[config.mk]
export PLATFORM = sky130hd
export DESIGN_NAME = multibyte_add_sequencer
export DESIGN_NICKNAME = d
export VERILOG_FILES = /design/src/rtl/multibyte_add_sequencer.sv
export SDC_FILE = /design/constraint.sdc
export NUM_CORES = 1
export LEC_CHECK = 0
export BUFFER_PORTS_ARGS = -buffer_cell sky130_fd_sc_hd__buf_2
export CAP_MARGIN = 5
export CELL_PAD_IN_SITES_DETAIL_PLACEMENT = 1
export CELL_PAD_IN_SITES_GLOBAL_PLACEMENT = 1
export CORE_UTILIZATION = 42
export CTS_BUF_LIST = sky130_fd_sc_hd__clkbuf_16
export DETAILED_ROUTE_END_ITERATION = 8
export PLACE_DENSITY = 0.88
export SLEW_MARGIN = 20
export SYNTH_ARGS = -nofsm -noshare
export SYNTH_HDL_FRONTEND = slang
export SYNTH_SLANG_ARGS = --single-unit
[constraint.sdc]
create_clock -name clk -period 2.7 [get_ports clk]
set_input_delay 0.135 -clock clk [delete_from_list [all_inputs] [get_ports clk]]
set_output_delay 0.135 -clock clk [all_outputs]
set_load 0.005 [all_outputs]
[src/rtl/multibyte_add_sequencer.sv]
// Wide add/subtract built from one shared external 8-bit adder slice, one byte per clock, LSB first.
// Optional signed saturation of the final result is enabled by defining MULTIBYTE_ADD_SAT_EN.
module multibyte_add_sequencer #(
  parameter int NBYTES = 4
) (
  input  logic                clk,
  input  logic                rst,
  input  logic                start_valid,
  output logic                start_ready,
  input  logic [8*NBYTES-1:0] op_a,
  input  logic [8*NBYTES-1:0] op_b,
  input  logic                sub,
  output logic [7:0]          fa_a,
  output logic [7:0]          fa_b,
  output logic                fa_cin,
  input  logic [7:0]          fa_sum,
  input  logic                fa_cout,
  output logic [8*NBYTES-1:0] result,
  output logic                carry_out,
  output logic                overflow,
  output logic                done_valid,
  input  logic                done_ready,
  output logic                busy
);

  localparam int W  = 8 * NBYTES;
  localparam int IW = $clog2(NBYTES);

  localparam logic [1:0] S_IDLE = 2'd0;
  localparam logic [1:0] S_RUN  = 2'd1;
  localparam logic [1:0] S_DONE = 2'd2;

  logic [1:0]    state;
  logic [IW-1:0] idx;
  logic [W-1:0]  a_q;
  logic [W-1:0]  b_q;
  logic          sub_q;
  logic          carry_q;
  logic [W-1:0]  a_shift;
  logic [W-1:0]  b_shift;
  logic          last_byte;
  logic          ovf_next;

  assign start_ready = (state == S_IDLE);
  assign done_valid  = (state == S_DONE);
  assign busy        = (state == S_RUN) || (state == S_DONE);

  assign a_shift   = a_q >> {idx, 3'b000};
  assign b_shift   = b_q >> {idx, 3'b000};
  assign last_byte = (idx == IW'(NBYTES - 1));

  // Signed overflow from the top byte: operands agree in sign but the sum does not.
  assign ovf_next = (a_q[W-1] ~^ (b_q[W-1] ^ sub_q)) & (fa_sum[7] ^ a_q[W-1]);

  always_comb begin
    fa_a   = '0;
    fa_b   = '0;
    fa_cin = 1'b0;
    if (state == S_RUN) begin
      fa_a   = a_shift[7:0];
      fa_b   = b_shift[7:0] ^ {8{sub_q}};
      fa_cin = (idx == '0) ? sub_q : carry_q;
    end
  end

  always_ff @(posedge clk) begin
    if (rst) begin
      state     <= S_IDLE;
      idx       <= '0;
      a_q       <= '0;
      b_q       <= '0;
      sub_q     <= 1'b0;
      carry_q   <= 1'b0;
      result    <= '0;
      carry_out <= 1'b0;
      overflow  <= 1'b0;
    end else begin
      case (state)
        S_IDLE: begin
          if (start_valid) begin
            a_q    <= op_a;
            b_q    <= op_b;
            sub_q  <= sub;
            idx    <= '0;
            result <= '0;
            state  <= S_RUN;
          end
        end
        S_RUN: begin
          for (int i = 0; i < NBYTES; i++) begin
            if (idx == IW'(i)) result[8*i +: 8] <= fa_sum;
          end
          carry_q <= fa_cout;
          if (last_byte) begin
            idx       <= '0;
            carry_out <= fa_cout;
            overflow  <= ovf_next;
            state     <= S_DONE;
`ifdef MULTIBYTE_ADD_SAT_EN
            if (ovf_next) begin
              result <= a_q[W-1] ? {1'b1, {(W-1){1'b0}}} : {1'b0, {(W-1){1'b1}}};
            end
`endif
          end else begin
            idx <= idx + 1'b1;
          end
        end
        S_DONE: begin
          if (done_ready) state <= S_IDLE;
        end
        default: state <= S_IDLE;
      endcase
    end
  end

endmodule

==> results.cfg <==
[status]
status = finished, final reports clean

[floorplanning]
dieArea_um2 = 11460
num_rows = 37
io_pins = 132
die_x_um = 107.0
coreArea_um2 = 10510
initial_core_util_pct = 44.10
dieHeight_um = 107.0

[worst_setup_path]
cp_slowest_stage_delay_ns = 0.59
path_class = reg -> out
path_delay_family = flip-flops
ff2ff_path_depth = 5
cp.required_ns = 2.57
path_cells = buf_4, mux4_1, xnor2_1, nor2_1, buf_2
r2r-end = result[10]
crit_arrival_ns = 2.24
worst_r2r_startpoint = state[1]
worst-path-buf-inv = 2
reg2reg_slack_ns = 0.66
end_kind = output port
critPathMaxFanout = 11
crit_path_top_delay_cell = dfxtp_1
cp-start-kind = flip-flop

[place]
post-place-ws_ns = 0.6296
hpwl_mm = 8.952
dp.cells = 738
io_buffers = 131
place_congestion = 0.7774

[final_layout]
antennaDiodeCount = 0
multi_input_area_um2 = 2333
fin_nets = 701
instances_no_fill = 754
fillers = 1260
syn_to_final_growth_pct = 22.14
ff_latch_area_um2 = 2082
drive_gt1_share_pct = 27.83

[logic_synthesis]
seq_area_frac_synth_pct = 44.92
syn_area_um2 = 4634
yosysWarnings = 0
postSynthCellCount = 498
synth_seq_cells = 104
synth.area.top_cells = dfxtp_1, nand2_1, mux2i_1
synth_cell_types = 30
syn_avg_cell_area_um2 = 9.306
yosysTopAreaCell = dfxtp_1
synth_top_area_share_pct = 44.92
syn-num-nets = 586

[cts]
h-tree-depth = 3
cts.sinks = 104
clockBufferDepth = 2
numCtsBuffers = 9
worst_skew_pair.late_latency_ns = 0.34
cts.clk_slew.worst_paths_ns = 0.08
root_buffer = clkbuf_16
cts_tree = yes
holdBufCountCts = 0
cts_resized = 0
cts_setup_buffers = 0

[grt]
grt_pass1_wl_mm = 20.56
antenna_found_initial = 0
grt_max_degree = 55
grt_pass1_vias = 4120
grtUsageTotal_pct = 23.00
gr-total-overflow = 0

[sta]
fin_ws_ns = 0.3228
rsz0062_at_grt = false
clock_skew_ns = 0.007566
slew_violations = 0
period_minus_slack_ns = 2.377
finalCritPeriodShare_pct = 88.05
holdWs_ns = 0.02419
finalSetupTns_ns = 0
setup_violations = 0
hold_violations = 0
achievable-frequency_ghz = 0.4207
relSlewSlack_pct = 48.86
tightest_slew_ns = 0.7671

[power]
seqPwrFrac_pct = 45.7
ir_drop_mv = 0.3424
comb_power_share_pct = 18.1
power.share.switching_pct = 28.39
power_density_nw_per_um2 = 660.6
clockPowerShare_pct = 36.2
p_int_w = 0.002678
p_leak_nw = 2.520
power_switching_w = 0.001062

[routing]
drt_iter0_drc = 113
vias = 3896
wl_per_cell_um = 16.91
drt-total-wl_mm = 12.75
post_drt_via_cell_ratio = 5.167
drc = 0
firstDrtPassIters = 4
antenna_left = 0

[worst_hold_path]
min_path_cells = 3
hp-start = op_b[1]
min_to = b_q[1]
hp-class = in -> reg

[run]
drv_cap = 0
cell usage in the layout (no fill, tap or decap), drive strengths merged:
master / Yosys / final
a21oi: 69 / 69
a311oi: 2 / 2
a31o: 1 / 1
a31oi: 1 / 1
a32oi: 1 / 1
and2: 9 / 9
buf: 19 / 139
bufinv: 0 / 1
clkbuf: 16 / 9
clkinv: 1 / 3
clkinvlp: 0 / 1
dfxtp: 104 / 104
ha: 10 / 10
inv: 5 / 8
mux2: 2 / 2
mux2i: 36 / 36
mux4: 16 / 16
nand2: 135 / 135
nand2b: 35 / 35
nand3: 1 / 1
nand3b: 9 / 9
nand4: 1 / 1
nor2: 11 / 11
nor2b: 2 / 2
o21ai: 3 / 3
xnor2: 9 / 9
synthesized netlist by cell type (all sizes together):
master and number:
a21oi 69, a311oi 2, a31o 1, a31oi 1, a32oi 1, and2 9
buf 19, clkbuf 16, clkinv 1, dfxtp 104, ha 10, inv 5
mux2 2, mux2i 36, mux4 16, nand2 135, nand2b 35, nand3 1
nand3b 9, nand4 1, nor2 11, nor2b 2, o21ai 3, xnor2 9
worst max-delay path by stage:
stage / end / cells past startpoint / start / slack (ns)
4_1_cts: fa_b[6] / 5 / idx[0] / 0.26
2_1_floorplan: result[0] / 7 / idx[0] / 1.05
3_3_place_gp: fa_b[6] / 5 / idx[0] / 0.64
6_report: fa_b[6] / 5 / idx[0] / 0.32
5_1_grt: fa_b[6] / 5 / idx[0] / 0.15
3_5_place_dp: fa_b[6] / 5 / idx[0] / 0.63
power groups by stage:
stage / Combinational (W) / Sequential, W / Clock (W)
6_report: 0.000676 / 0.00171 / 0.00136
5_1_grt: 0.000742 / 0.00172 / 0.00145
4_1_cts: 0.000684 / 0.00171 / 0.00138
3_5_place_dp: 0.000673 / 0.00174 / 0
3_3_place_gp: 0.000647 / 0.00173 / 0
2_1_floorplan: 0.000471 / 0.00172 / 0
metal layers:
layer  vias up  routed length, µm  GRT usage, %
li1       1898                  -             -
met1      1868               5647         29.08
met2       111               6433         40.14
met3        19                417         2.614
met4         0                254         8.611
met5         -                  0             0
cells by family (layout without fill, tap and decap cells):
logic type	Yosys count	after routing	share of synthesized area [%]
simple gates	203	203	19.79
flops	104	104	44.92
compound gates	77	77	9.396
mux	54	54	16.68
buf+inv	41	161	4.806
fa+ha+maj	10	10	2.700
xor+xnor	9	9	1.701
sequential cells by signal, indices dropped and copies added, names as in the netlist, 2 cells and up:
| register | count |
|---|---|
| a_q | 32 |
| b_q | 32 |
| idx | 2 |
| result | 32 |
| state | 2 |
worst reg2reg max path, delay by kind of cell, from the launching register on:
kind | cells | cell delay [ns]
adder cells (fa/ha/maj) | 1 | 0.45
flip-flops | 1 | 0.33
multiplexers | 1 | 0.31
buffers and inverters | 2 | 0.41
AO/OA/AOI/OAI | 1 | 0.44
area by class of cell:
type	instances	share of cell area, %
clock buffer	9	3.979
clock inverter	7	1.525
inverter	6	0.3979
multi-input combinational	353	41.22
sequential	104	36.78
tap	136	3.006
timing repair buffer	139	13.09
per-stage QoR:
stage	instance area [µm²]	utilization, %	total power [W]
2_1_floorplan	4634	-	0.002187
3_3_place_gp	5349	50.90	0.002381
3_5_place_dp	5349	50.90	0.002415
4_1_cts	5660	53.86	0.003771
5_1_grt	5660	53.86	0.003916
6_report	5660	53.86	0.003739
Note: power is estimated with default switching activity, not from simulation.
